$ cat src/rtl/ram_write_arbiter_8.sv
// ram_write_arbiter_8
// Write-side front end for the shared 8-read-port RAM. Each producer port owns
// one holding slot. Held slots are drained round-robin, one per cycle, onto the
// RAM's registered write port.
module ram_write_arbiter_8 #(
   parameter int DATA_WIDTH = 32,
   parameter int ADDR_WIDTH = 10,
   parameter int NUM_PORTS  = 8
) (
   input  logic                             clk,
   input  logic                             rst,
   input  logic [NUM_PORTS-1:0]             req_valid_i,
   output logic [NUM_PORTS-1:0]             req_ready_o,
   input  logic [ADDR_WIDTH*NUM_PORTS-1:0]  req_addr_i,
   input  logic [DATA_WIDTH*NUM_PORTS-1:0]  req_data_i,
   output logic                             write_en_o,
   output logic [ADDR_WIDTH-1:0]            write_addr_o,
   output logic [DATA_WIDTH-1:0]            data_o,
   output logic [$clog2(NUM_PORTS+1)-1:0]   pending_o,
   output logic                             idle_o
);

   localparam int PTR_W  = $clog2(NUM_PORTS);
   localparam int CAND_W = PTR_W + 1;
   localparam int CNT_W  = $clog2(NUM_PORTS+1);

   // Per-slot state, flattened so the arbiter and output mux can index it.
   logic [NUM_PORTS-1:0]             held_vec;
   logic [NUM_PORTS-1:0]             held_next_vec;
   logic [ADDR_WIDTH*NUM_PORTS-1:0]  slot_addr;
   logic [DATA_WIDTH*NUM_PORTS-1:0]  slot_data;

   // Arbitration result for the current cycle.
   logic [NUM_PORTS-1:0] grant;
   logic                 grant_valid;
   logic [PTR_W-1:0]     grant_idx;
   logic [CAND_W-1:0]    cand;

   // Round-robin pointer and registered write port.
   logic [PTR_W-1:0]      rr_ptr_q,     rr_ptr_d;
   logic                  write_en_q,   write_en_d;
   logic [ADDR_WIDTH-1:0] write_addr_q, write_addr_d;
   logic [DATA_WIDTH-1:0] wdata_q,      wdata_d;
   logic [CNT_W-1:0]      pending_q,    pending_d;

   // A slot can accept when empty, or when it is being drained this same edge.
   assign req_ready_o = ~held_vec | grant;

   // One holding slot per producer port.
   generate
      for (genvar gi = 0; gi < NUM_PORTS; gi++) begin : gen_slot
         logic                  held_q, held_d;
         logic [ADDR_WIDTH-1:0] addr_q, addr_d;
         logic [DATA_WIDTH-1:0] data_q, data_d;
         logic                  accept;

         assign accept = req_valid_i[gi] & req_ready_o[gi];

         // Slot next state: drain on grant, refill on accept (accept wins).
         always_comb begin
            held_d = held_q & ~grant[gi];
            addr_d = addr_q;
            data_d = data_q;
            if (accept) begin
               held_d = 1'b1;
               addr_d = req_addr_i[ADDR_WIDTH*gi +: ADDR_WIDTH];
               data_d = req_data_i[DATA_WIDTH*gi +: DATA_WIDTH];
            end
         end

         // Slot registers.
         always_ff @(posedge clk or posedge rst) begin
            if (rst) begin
               held_q <= 1'b0;
               addr_q <= '0;
               data_q <= '0;
            end else begin
               held_q <= held_d;
               addr_q <= addr_d;
               data_q <= data_d;
            end
         end

         assign held_vec[gi]                             = held_q;
         assign held_next_vec[gi]                        = held_d;
         assign slot_addr[ADDR_WIDTH*gi +: ADDR_WIDTH]   = addr_q;
         assign slot_data[DATA_WIDTH*gi +: DATA_WIDTH]   = data_q;
      end
   endgenerate

   // Round-robin search: first held slot at or after rr_ptr, wrapping.
   always_comb begin
      grant_valid = 1'b0;
      grant_idx   = '0;
      cand        = '0;
      for (int off = 0; off < NUM_PORTS; off++) begin
         cand = {1'b0, rr_ptr_q} + CAND_W'(off);
         if (cand >= CAND_W'(NUM_PORTS)) begin
            cand = cand - CAND_W'(NUM_PORTS);
         end
         if (!grant_valid && held_vec[cand[PTR_W-1:0]]) begin
            grant_valid = 1'b1;
            grant_idx   = cand[PTR_W-1:0];
         end
      end
   end

   // One-hot form of the grant, consumed by the slots and ready logic.
   always_comb begin
      grant = '0;
      if (grant_valid) begin
         grant[grant_idx] = 1'b1;
      end
   end

   // Write-port, pointer and occupancy next state.
   always_comb begin
      write_en_d   = grant_valid;
      write_addr_d = write_addr_q;
      wdata_d      = wdata_q;
      rr_ptr_d     = rr_ptr_q;
      pending_d    = '0;
      for (int i = 0; i < NUM_PORTS; i++) begin
         if (grant[i]) begin
            write_addr_d = slot_addr[ADDR_WIDTH*i +: ADDR_WIDTH];
            wdata_d      = slot_data[DATA_WIDTH*i +: DATA_WIDTH];
         end
         pending_d = pending_d + CNT_W'(held_next_vec[i]);
      end
      if (grant_valid) begin
         // Pointer moves just past the winner so it becomes lowest priority.
         if (grant_idx == PTR_W'(NUM_PORTS-1)) begin
            rr_ptr_d = '0;
         end else begin
            rr_ptr_d = grant_idx + PTR_W'(1);
         end
      end
   end

   // Write-port, pointer and occupancy registers.
   always_ff @(posedge clk or posedge rst) begin
      if (rst) begin
         rr_ptr_q     <= '0;
         write_en_q   <= 1'b0;
         write_addr_q <= '0;
         wdata_q      <= '0;
         pending_q    <= '0;
      end else begin
         rr_ptr_q     <= rr_ptr_d;
         write_en_q   <= write_en_d;
         write_addr_q <= write_addr_d;
         wdata_q      <= wdata_d;
         pending_q    <= pending_d;
      end
   end

   assign write_en_o   = write_en_q;
   assign write_addr_o = write_addr_q;
   assign data_o       = wdata_q;
   assign pending_o    = pending_q;
   assign idle_o       = (pending_q == '0) & ~write_en_q;

endmodule
$ cat config.mk
export PLATFORM = sky130hd
export DESIGN_NAME = ram_write_arbiter_8
export DESIGN_NICKNAME = d
export VERILOG_FILES = /design/src/rtl/ram_write_arbiter_8.sv
export SDC_FILE = /design/constraint.sdc
export NUM_CORES = 1
export LEC_CHECK = 0
export BUFFER_PORTS_ARGS = -buffer_cell sky130_fd_sc_hd__buf_4
export CAP_MARGIN = 40
export CORE_UTILIZATION = 30
export CTS_CLUSTER_SIZE = 12
export DETAILED_ROUTE_END_ITERATION = 7
export PLACE_DENSITY = 0.57
export SYNTH_ARGS = -nofsm -noshare
export SYNTH_HDL_FRONTEND = slang
export SYNTH_SLANG_ARGS = --single-unit
$ cat constraint.sdc
create_clock -name clk -period 27.4 [get_ports clk]
set_clock_uncertainty 0.1 [all_clocks]
set_input_delay 2.74 -clock clk [delete_from_list [all_inputs] [get_ports clk]]
set_output_delay 2.74 -clock clk [all_outputs]
set_load 0.01 [all_outputs]
* Word-level counts from Yosys, hierarchy flattened
Index checks and enable logic that the tools add are counted.
Storage, ports and cells: register bits 394, output and inout bits 56
Operators by class: add/sub/neg operators 23, order comparisons 18, equal/unequal tests 1, multiplexer cells 68, bitwise operators 28, reduce and logical (&&, ||, !) cells 17
Operator list (count):
- two-way mux 32 bit | 8
- two-way mux 10 bit | 8
- two-way mux 3 bit | 17
- less-than comparator 3 x 4 -> 1 bit (second input constant) | 9
- greater-or-equal comparator 4 bit (second input constant) | 7
- two-way mux 1 bit | 25
- binary-select mux 1 bit (select 3 bit) | 8
- subtractor 3 x 1 -> 3 bit (second input constant) | 8
- AND 1 bit | 17
- adder 3 x 3 -> 4 bit (second input constant) | 4
- adder 4 x 1 -> 4 bit | 4
- NOT 1 bit | 9
- adder 3 x 2 -> 4 bit (second input constant) | 2
- logical AND 1 bit | 8
- two-way mux 8 bit | 1
- NOT 8 bit | 1
- OR 8 bit | 1
- nonzero test 8 bit | 1
- logical NOT 1 bit | 7
- adder 3 x 1 -> 4 bit | 1
- adder 3 x 1 -> 4 bit (second input constant) | 1
- greater-or-equal comparator 3 x 4 -> 1 bit (second input constant) | 1
- logical NOT 4 bit | 1
- adder 2 x 1 -> 3 bit | 1
- other kinds (5) | 5

* Logic depth before layout (Yosys ltp)
word-level depth 41, mapped depth 24, gate-level depth less buffers 20

* Worst setup path before layout
OpenSTA, ideal clock, no wires.
kind register to output, start register rr_ptr_q[1], end output req_ready_o[2], arrival time 3486 ps, required time 24560 ps, slack 21074 ps, stages on the path, launching flop included 13, cells stage by stage dfrtp_1 buf_4 buf_2 inv_1 ha_1 buf_2 mux4_2 mux2_2 nor2b_4 nand2_2 or4b_4 a311oi_4 or2b_1
Between the ends: word-level cells in the longest chain between the ends 32
RTL lines:
- start: declaration | RTL line 40 | logic [PTR_W-1:0] rr_ptr_q, rr_ptr_d;
- start signal: assignment | RTL line 149 | rr_ptr_q <= rr_ptr_d;
- branches (longest 30 deep; another with adder 3 x 1 -> 4 bit)
- two-way mux 8 bit * | RTL line 111 | if (grant_valid) begin
- OR 8 bit * | RTL line 47 | assign req_ready_o = ~held_vec | grant;
- end: declaration | RTL line 13 | output logic [NUM_PORTS-1:0] req_ready_o,
Every way passes the cells marked *. The select of a mux whose other input is x is not followed.

* Worst setup path in the final report
start register rr_ptr_q[1], end output req_ready_o[4]
The elaborated chain is that of the path after synthesis.

==> metrics.cfg <==
[drt]
drc=0
num_vias=14161
dr_wl_met3_mm=4.75
first_pass_iters=6
wl_per_cell_um=26.0
wl_met2_mm=33.3
met1_length_mm=27.4
via_per_inst=5.43
antenna_left=0
drt_iter0_markers=835
drt_wl_total_mm=67.7
top_layer=met5

[floorplan]
die_h_um=250
coreArea_um2=60600
dieArea_um2=62600
rows=90
die_x_um=250
io_pins=402
start_util_pct=30.5

[yosys]
yosysTopAreaCellShare_pct=53.3
ys_warn_count=0
yosys_register_bits=394
ys_seq_area_share_pct=53.3
ys_types=67
ys_async_sr_fraction_pct=100
synth_area_leader_cell=dfrtp_1
synth_nets=1775
syn_area_um2=18500
synthTopCellsByArea=dfrtp_1 (53%), mux2_2 (18%), mux2_1 (2.4%), mux4_2 (2.4%), a222oi_1 (1.9%)
yosys-top-cells-count=dfrtp_1 (394), mux2_2 (300), clkbuf_1 (62)
synth_most_common_cell=dfrtp_1
synthCells=1419
ys.flop_type=dfrtp_1
synth-edff-count=0
synth_area_per_cell_um2=13.0

[critical_path]
cp_slowest_cell=dfrtp_1
crit_family=buffers and inverters
path_max_fanout=83
critPathBufInv=4
cp_data_required_time_ns=24.56
path_class=flip-flop to output pin
max_stage_delay_ns=0.94
worst-endpoint-arrival_ns=5.93
startpoint_type=flip-flop
rr_startpoint=rr_ptr_q[1]
startpoint=rr_ptr_q[1]
cp-end-kind=output pin
crit_chain=inv_1, ha_1, mux4_2, a21oi_1, a32o_2, nand2_2, or4b_4, and3_2, buf_4, inv_6, o21ai_1, buf_4
cpMostUsedCell=buf_4

[placed_design]
dpl_cell_area_um2=22500
place_congestion=0.843
hpwl_mm=45.8
portBuffers=401

[finish]
fillCellCount=5827
nets=2139
final_layout_size_suffix_gt1_share_pct=48.3
area_growth_pct=31.1
seq_area_um2=9860
multi_input_area_um2=8090
design_area_um2=24200

[clock_network]
postCtsHoldBufs=0
h-tree-depth=2
post_cts_buffers=0
tritoncts.num_buffers=49
post_cts_resized=0
cts_tree=done
cts.sinks=394
cts-root-buf=clkbuf_16
clockBufferDepth=3
clk_pin_slew_ns=0.06
clk_latency_ns=0.57

[timing]
slew_headroom_pct=39.3
hold_viol=0
slew_viol_final=0
worst_slew_pin_slew_ns=0.910
hold_slack_ns=0.392
rsz0062_at_grt=false
fmax_mhz=114
setup_viol=0
fin_crit_ns=8.77
fin_setup_tns_ns=0
fin_crit_sh_pct=32.0

[grt]
grt_max_degree=84
antenna_found_initial=15
grtUsageTotal_pct=21.5
grt_pass1_vias=15032
grt_pass1_wl_mm=99.7
gr-total-overflow=0

[flow_run]
maxCapViolations=0

[run_status]
status=completed

[power_and_ir_drop]
power_density_nw_per_um2=151
peakVddDrop_mv=0.0889
power_leakage_nw=10.8

[hold_path]
min_path_type=flip-flop to flip-flop
min_from=gen_slot[2].data_q[9]

==> final timing paths <==
check | endpoint | slack [ns] | cells after the start
min in group asynchronous | gen_slot[7].data_q[26] | 2.05 | 2
max in group asynchronous | gen_slot[2].data_q[10] | 23.29 | 5
worst min register to register | gen_slot[2].data_q[9] | 0.39 | 1
worst min-delay path | gen_slot[2].data_q[9] | 0.39 | 1
worst max-delay path | req_ready_o[4] | 18.63 | 12
worst max register to register | pending_o[1] | 19.55 | 21
==> cells by family after synthesis <==
family                   count (synthesis)  synth area share [%]
flip-flops                             394                  53.3
multiplexers                           366                  23.6
AO/OA/AOI/OAI                          326                  14.0
AND/OR/NAND/NOR                        173                  4.53
buffers and inverters                  143                  3.45
adder cells (fa/ha/maj)                 10                 0.839
XOR/XNOR                                 7                 0.332
==> report_power, final <==
part	switching [mW]	internal, mW	total [mW]	leakage (nW)
registers	0.186	0.898	1.08	4.66
clock network	0.267	0.436	0.703	0.883
logic	1.04	0.827	1.87	5.26
total	1.50	2.16	3.66	10.8
==> stage by stage <==
step | util [%] | power (mW) | setup WS [ns] | cells
final | 40.0 | 3.66 | 18.63 | 2609
after global routing | 40.0 | 3.88 | 18.24 | 2609
after CTS | 40.0 | 3.71 | 18.58 | 2605
after detailed placement | 37.1 | 2.99 | 19.23 | 2514
after global placement | 36.7 | 2.91 | 19.49 | 2503
after floorplan | - | 2.29 | 13.61 | 1419
==> state kept, by name (all words and copies together), names as in the netlist <==
signal / flops
gen_slot.held_q: 8
gen_slot.data_q: 256
pending_o: 4
write_addr_o: 10
write_en_o: 1
gen_slot.addr_q: 80
rr_ptr_q: 3
data_o: 32
==> per-layer routing <==
metal,global-route usage [%],vias up
met1,26.4,7331
li1,-,6166
met4,7.80,22
met5,0,-
met2,36.2,512
met3,5.50,130
==> layout make-up <==
type	instances	area share [%]
Antenna cell	4	0.0413
Multi-Input combinational cell	882	33.4
Inverter	21	0.377
Clock inverter	20	1.14
Tap cell	782	4.04
Clock buffer	71	6.19
Sequential cell	394	40.7
Timing Repair Buffer	435	14.2
==> cells in the final DEF (no fill, tap or decap), types with 8 or more instances in the layout <==
| cell | count |
|---|---|
| inv_1 | 16 |
| a31oi_1 | 8 |
| a21oi_1 | 46 |
| clkbuf_16 | 50 |
| nand3_1 | 51 |
| nand2b_1 | 11 |
| clkbuf_8 | 17 |
| a21o_1 | 38 |
| mux2_2 | 300 |
| a32o_1 | 36 |
| a211oi_1 | 37 |
| o221ai_1 | 35 |
| buf_4 | 424 |
| clkinv_2 | 9 |
| a211o_1 | 9 |
| o22ai_1 | 36 |
| nor2_1 | 49 |
| nand2_1 | 14 |
| dfrtp_1 | 394 |
| mux2_1 | 40 |
| a222oi_1 | 36 |
| nor3_1 | 13 |
| mux4_2 | 20 |
No activity file was read; power rests on OpenSTA's default activity.
